<file path="src/rtl/rv32i_types.sv">
// Shared cache-system types: a 256-bit cache line and its 27-bit line tag.
// line_addr rebuilds the line-aligned byte address from a tag.
package rv32i_types;
  typedef logic [255:0] cacheline_t;
  typedef logic [26:0]  line_tag_t;

  localparam int unsigned LINE_OFFSET_W = 5;

  function automatic logic [31:0] line_addr(input line_tag_t tag);
    return {tag, {LINE_OFFSET_W{1'b0}}};
  endfunction
endpackage

</file>
<file path="src/rtl/wb_buffer_entries.sv">
// Circular store of pending write-back lines.
// Provides a combinational tag lookup, plus push, in-place overwrite and head pop.
module wb_buffer_entries
  import rv32i_types::*;
#(
  parameter int unsigned DEPTH = 4,
  localparam int unsigned IW = $clog2(DEPTH),
  localparam int unsigned CW = $clog2(DEPTH) + 1
) (
  input  logic          clk,
  input  logic          reset_n,
  input  line_tag_t     lookup_tag,
  output logic          hit,
  output logic [IW-1:0] hit_idx,
  output cacheline_t    hit_line,
  input  logic          push,
  input  line_tag_t     push_tag,
  input  cacheline_t    push_line,
  input  logic          overwrite,
  input  logic [IW-1:0] overwrite_idx,
  input  cacheline_t    overwrite_line,
  input  logic          pop,
  output line_tag_t     head_tag,
  output cacheline_t    head_line,
  output logic [CW-1:0] count,
  output logic          full
);
  logic [DEPTH-1:0] valid;
  line_tag_t        tags  [DEPTH];
  cacheline_t       lines [DEPTH];
  logic [IW-1:0]    head;
  logic [IW-1:0]    tail;

  always_ff @(posedge clk or negedge reset_n) begin
    if (!reset_n) begin
      valid <= '0;
      head  <= '0;
      tail  <= '0;
      count <= '0;
    end else begin
      if (push) begin
        valid[tail] <= 1'b1;
        tail        <= tail + 1'b1;
      end
      if (pop) begin
        valid[head] <= 1'b0;
        head        <= head + 1'b1;
      end
      case ({push, pop})
        2'b10:   count <= count + 1'b1;
        2'b01:   count <= count - 1'b1;
        default: count <= count;
      endcase
    end
  end

  // Payload storage carries no reset; the valid bits alone define occupancy.
  always_ff @(posedge clk) begin
    if (push) begin
      tags[tail]  <= push_tag;
      lines[tail] <= push_line;
    end
    if (overwrite) begin
      lines[overwrite_idx] <= overwrite_line;
    end
  end

  // Writes coalesce, so at most one valid entry can match.
  always_comb begin
    hit     = 1'b0;
    hit_idx = '0;
    for (int i = 0; i < int'(DEPTH); i++) begin
      if (valid[i] && (tags[i] == lookup_tag)) begin
        hit     = 1'b1;
        hit_idx = IW'(i);
      end
    end
  end

  assign hit_line  = lines[hit_idx];
  assign head_tag  = tags[head];
  assign head_line = lines[head];
  assign full      = (count == CW'(DEPTH));
endmodule

</file>
<file path="src/rtl/l2_writeback_buffer.sv">
// Write-back buffer between L2 and the cacheline adaptor: one-cycle eviction
// acceptance, background drain when idle, and coherent read-after-evict.
module l2_writeback_buffer
  import rv32i_types::*;
#(
  parameter int unsigned DEPTH = 4
) (
  input  logic                   clk,
  input  logic                   reset_n,
  input  logic [31:0]            mem_address,
  input  logic                   mem_read,
  input  logic                   mem_write,
  input  logic [255:0]           mem_wdata256,
  output logic [255:0]           mem_rdata256,
  output logic                   mem_resp,
  output logic [31:0]            pmem_address,
  output logic                   pmem_read,
  output logic                   pmem_write,
  output logic [255:0]           pmem_wdata,
  input  logic [255:0]           pmem_rdata,
  input  logic                   pmem_resp,
  output logic [$clog2(DEPTH):0] wb_count
);
  localparam int unsigned IW = $clog2(DEPTH);

  typedef enum logic [2:0] {IDLE, RESP, MEMRD, DRAIN, FDRAIN} state_t;

  state_t                 state;
  line_tag_t              req_tag;
  line_tag_t              rd_tag;
  logic                   hit;
  logic [IW-1:0]          hit_idx;
  cacheline_t             hit_line;
  line_tag_t              head_tag;
  cacheline_t             head_line;
  logic [$clog2(DEPTH):0] count;
  logic                   full;
  logic                   push;
  logic                   overwrite;
  logic                   pop;
  logic                   draining;
  logic                   unused_offset;

  assign req_tag       = mem_address[31:5];
  assign unused_offset = ^mem_address[4:0];
  assign draining      = (state == DRAIN) || (state == FDRAIN);

  // Read wins over write when both are (illegally) raised together.
  assign push      = (state == IDLE) && !mem_read && mem_write && !hit && !full;
  assign overwrite = (state == IDLE) && !mem_read && mem_write && hit;
  assign pop       = draining && pmem_resp;

  wb_buffer_entries #(.DEPTH(DEPTH)) u_entries (
    .clk            (clk),
    .reset_n        (reset_n),
    .lookup_tag     (req_tag),
    .hit            (hit),
    .hit_idx        (hit_idx),
    .hit_line       (hit_line),
    .push           (push),
    .push_tag       (req_tag),
    .push_line      (mem_wdata256),
    .overwrite      (overwrite),
    .overwrite_idx  (hit_idx),
    .overwrite_line (mem_wdata256),
    .pop            (pop),
    .head_tag       (head_tag),
    .head_line      (head_line),
    .count          (count),
    .full           (full)
  );

  always_ff @(posedge clk or negedge reset_n) begin
    if (!reset_n) begin
      state        <= IDLE;
      mem_rdata256 <= '0;
    end else begin
      case (state)
        IDLE: begin
          if (mem_read) begin
            if (hit) begin
              mem_rdata256 <= hit_line;
              state        <= RESP;
            end else begin
              state <= MEMRD;
            end
          end else if (mem_write) begin
            state <= (hit || !full) ? RESP : FDRAIN;
          end else if (count != '0) begin
            state <= DRAIN;
          end
        end
        RESP: state <= IDLE;
        MEMRD: begin
          if (pmem_resp) begin
            mem_rdata256 <= pmem_rdata;
            state        <= RESP;
          end
        end
        DRAIN, FDRAIN: begin
          if (pmem_resp) state <= IDLE;
        end
        default: state <= IDLE;
      endcase
    end
  end

  always_ff @(posedge clk) begin
    if ((state == IDLE) && mem_read) rd_tag <= req_tag;
  end

  assign mem_resp   = (state == RESP);
  assign pmem_read  = (state == MEMRD);
  assign pmem_write = draining;
  assign pmem_wdata = draining ? head_line : '0;
  assign wb_count   = count;

  always_comb begin
    pmem_address = '0;
    if (state == MEMRD)  pmem_address = line_addr(rd_tag);
    else if (draining)   pmem_address = line_addr(head_tag);
  end
endmodule

</file>
<file path="config.mk">
export PLATFORM = sky130hd
export DESIGN_NAME = l2_writeback_buffer
export DESIGN_NICKNAME = d
export VERILOG_FILES = /design/src/rtl/rv32i_types.sv /design/src/rtl/wb_buffer_entries.sv /design/src/rtl/l2_writeback_buffer.sv
export SDC_FILE = /design/constraint.sdc
export NUM_CORES = 2
export LEC_CHECK = 0
export ABC_CLOCK_PERIOD_IN_PS = 19200
export CAP_MARGIN = 40
export CORE_ASPECT_RATIO = 1.2
export CORE_UTILIZATION = 35
export CTS_BUF_LIST = sky130_fd_sc_hd__clkbuf_2 sky130_fd_sc_hd__clkbuf_4 sky130_fd_sc_hd__clkbuf_8
export CTS_CLUSTER_SIZE = 30
export DETAILED_ROUTE_END_ITERATION = 10
export PLACE_DENSITY_LB_ADDON = 0.15
export SLEW_MARGIN = 10
export SYNTH_ARGS = -nofsm -noshare
export SYNTH_HDL_FRONTEND = slang
export SYNTH_SLANG_ARGS = --single-unit
export TNS_END_PERCENT = 30
</file>
<file path="constraint.sdc">
create_clock -name clk -period 19.2 [get_ports clk]
set_input_delay 3.84 -clock clk [delete_from_list [all_inputs] [get_ports clk]]
set_output_delay 3.84 -clock clk [all_outputs]
set_load 0.02 [all_outputs]
</file>
==> reports/qor.csv <==
metric,value,unit
status,"finished, final reports clean",
residual DRC count,0,
"Seq/Total Area, Yosys",61.3,%
worst-skew pair later-pin latency,1.00,ns
Final Util,45.1,%
Max-slew headroom,25.2,%
met2 wire length,131000,um
CP cell instances,buf_16 > buf_4 > buf_12 > mux4_2 > and2_1 > clkdlybuf4s50_1,
worst hold path depth,2,
Vias,52200,
placer congestion estimate,0.867,
fin. max-slew vios,0,
post-cts resize count,0,
post-CTS setup repair buffer count,0,
Die X,404,um
antenna-violating nets left,0,
worst reg-to-reg setup slack,13.84,ns
reg-to-reg endpoint,u_entries.lines[1][29],
total grt overflow,0,
gr usage total,27.9,%
Power Dens Cells,135,mW/mm^2
Async SR Flop Fraction,18.9,%
final hold vios,0,
total leakage power,29.2,nW
WHS Endpoint,mem_rdata256[73],
crit-path max cell delay,0.71,ns
post-place setup slack,9.71,ns
IO Pins,1099,
"EDFF count, synth",1159,
switching power,4.31,mW
number of global-route vias before repair,51900,
Final period util,46.1,%
Root Driver,clkbuf_8,
CP arrival,5.01,ns
Initial Util,35.3,%
Clock Path Buffers,3,
Hold Buf Count CTS,0,
clock power share,24.2,%
Synth top area share,51.3,%
Post-Route WL,282000,um
clk_skew,0.0797,ns
CTS tree,built,
Final #Nets,6831,
share of power burned in registers,35.8,%
FF-to-FF path depth,11,
area of placed instances,0.0815,sq mm
Post-synth top cells,"1,159 x edfxtp_1, 523 x nand2_1, 369 x clkbuf_1, 284 x nand4_1, 283 x mux4_2",
number of DRC markers in iteration 0,4829,
routed vias/inst,5.73,
Wirelength per Cell,30.9,um
YS warnings,0,
TritonCTS buffer count,231,
Mapped Area,0.0678,sq mm
Sw Ratio,37.0,%
Final min period,8.85,ns
RSZ-0062 raised after global routing,false,
DR WL met3,31000,um
RR Startpoint,u_entries.tags[2][9],
Rows,176,
final setup margin,10.35,ns
WP data required,15.36,ns
DR pass1 iterations,6,
M1 WL,110000,um
Die Height,484,um
Comb power frac,40.1,%
most used flip-flop cell after synthesis,edfxtp_1,
share of cells above drive strength 1,13.2,%
Levels on crit path,6,
synth top area cells,"edfxtp_1 51%, dfrtp_1 10%, mux4_2 9.4%, mux2i_1 3.8%, nand2_1 2.9%",
worst min path class,reg2reg,
core footprint,0.192,sq mm
total clock sinks,1429,
final instance area,0.0866,sq mm
Setup CP Type,reg2out,
DP HPWL,176000,um
Syn Area/Cell,12.8,sq um
"Slowest-stage cell, CP",buf_4,
maxcap violations,0,
family with the most delay on the worst path,buffers and inverters,
pin count of the biggest net entering global routing,118,
post-synthesis register bit count,1429,
final setup fails,0,
Internal,7.33,mW
antenna violations before repair,100,
Bufs and invs on worst path,4,
setup tns final,0,ns
PortBufs,1088,
hold slack,0.515,ns
"area leader, netlist",edfxtp_1,
first-pass GRT wire length,396000,um
maximum VDD drop,0.0781,mV
Yosys cell types,49,
Crit. End Element,primary output,
DR top layer,met5,
maximum operating frequency,113,MHz
critical path startpoint category,flip-flop,
most common cell in the netlist,edfxtp_1,
post-synthesis cell count,5303,
htree depth,4,
"Reg clk slew, reported paths",0.06,ns
die area,0.195,sq mm
hold_sp,mem_rdata256[73],
Crit Path Max Fanout,83,
Worst-Margin Slew,1.12,ns
Layout area overhead,27.7,%
==> per-stage QoR <==
step	cells	power (mW)
floorplan	5307	6.76
global placement	8589	8.81
detailed placement	8619	8.89
CTS	9061	11.7
global route	9077	12.1
finish	9107	11.6
==> cells by family after synthesis <==
family                   synth area share, %
AO/OA/AOI/OAI                           8.63
XOR/XNOR                                1.47
adder cells (fa/ha/maj)                0.196
buffers and inverters                   4.80
flip-flops                              61.3
multiplexers                            13.2
other                                0.00553
AND/OR/NAND/NOR                         10.4
==> layer usage <==
| layer | GRT usage (%) | up-vias |
|---|---|---|
| li1 | - | 22100 |
| met1 | 35.7 | 26500 |
| met3 | 9.53 | 539 |
| met2 | 44.3 | 2938 |
| met4 | 8.84 | 94 |
| met5 | 0 | - |
==> power groups by stage <==
stage	Sequential (mW)	Combinational (mW)	Clock (mW)
6_report	4.16	4.67	2.81
5_1_grt	4.21	4.92	2.98
2_1_floorplan	4.55	2.21	0
4_1_cts	4.16	4.70	2.87
3_3_place_gp	4.25	4.56	0
3_5_place_dp	4.21	4.68	0
==> final cells by class <==
| type | instances | area [sq um] |
|---|---|---|
| antenna | 45 | 113 |
| clock buffer | 384 | 4560 |
| clock inverter | 58 | 382 |
| fill | 17600 | 105000 |
| inverter | 266 | 1010 |
| multi-input combinational | 3133 | 23100 |
| sequential | 1429 | 41600 |
| tap | 2581 | 3230 |
| timing repair buffer | 1211 | 12500 |
==> placed cells by master (no fill, tap or decap), drive strengths merged, types with 5 or more instances in the layout <==
cell type,n
conb,5
a21oi,267
buf,124
edfxtp,1159
clkdlybuf4s50,1087
o21ai,515
xor2,51
nand2,523
clkbuf,384
nor2,14
mux4,283
a41oi,5
mux2i,256
nand4,284
inv,274
diode,45
xnor2,62
dfrtp,270
nand3,8
nor4,23
clkinvlp,6
a22o,28
ha,9
nor3,258
a31oi,256
and2,261
or4,7
clkinv,43
==> registers in the layout, summed over array words and instances, names as in the netlist <==
signal	cells
u_entries.valid	4
u_entries.head	2
u_entries.tail	2
u_entries.count	3
u_entries.lines	1024
rd_tag	27
u_entries.tags	108
mem_rdata256	256
state	3
==> worst max-delay path by stage <==
stage,start,end,slack [ns]
2_1_floorplan,mem_address[24],u_entries.lines[2][0],0.54
3_3_place_gp,mem_address[12],u_entries.lines[2][39],8.43
3_5_place_dp,mem_address[6],u_entries.lines[1][188],9.71
4_1_cts,state[1],pmem_wdata[170],10.15
5_1_grt,u_entries.head[0],pmem_wdata[56],10.03
6_report,u_entries.head[0],pmem_wdata[173],10.35
==> tightest hold or removal path, stage by stage (launching register included) <==
cell and delay [ns]:
dfrtp_1 0.37, inv_1 0.05, mux2i_1 0.05
No activity file was read; power rests on OpenSTA's default activity.
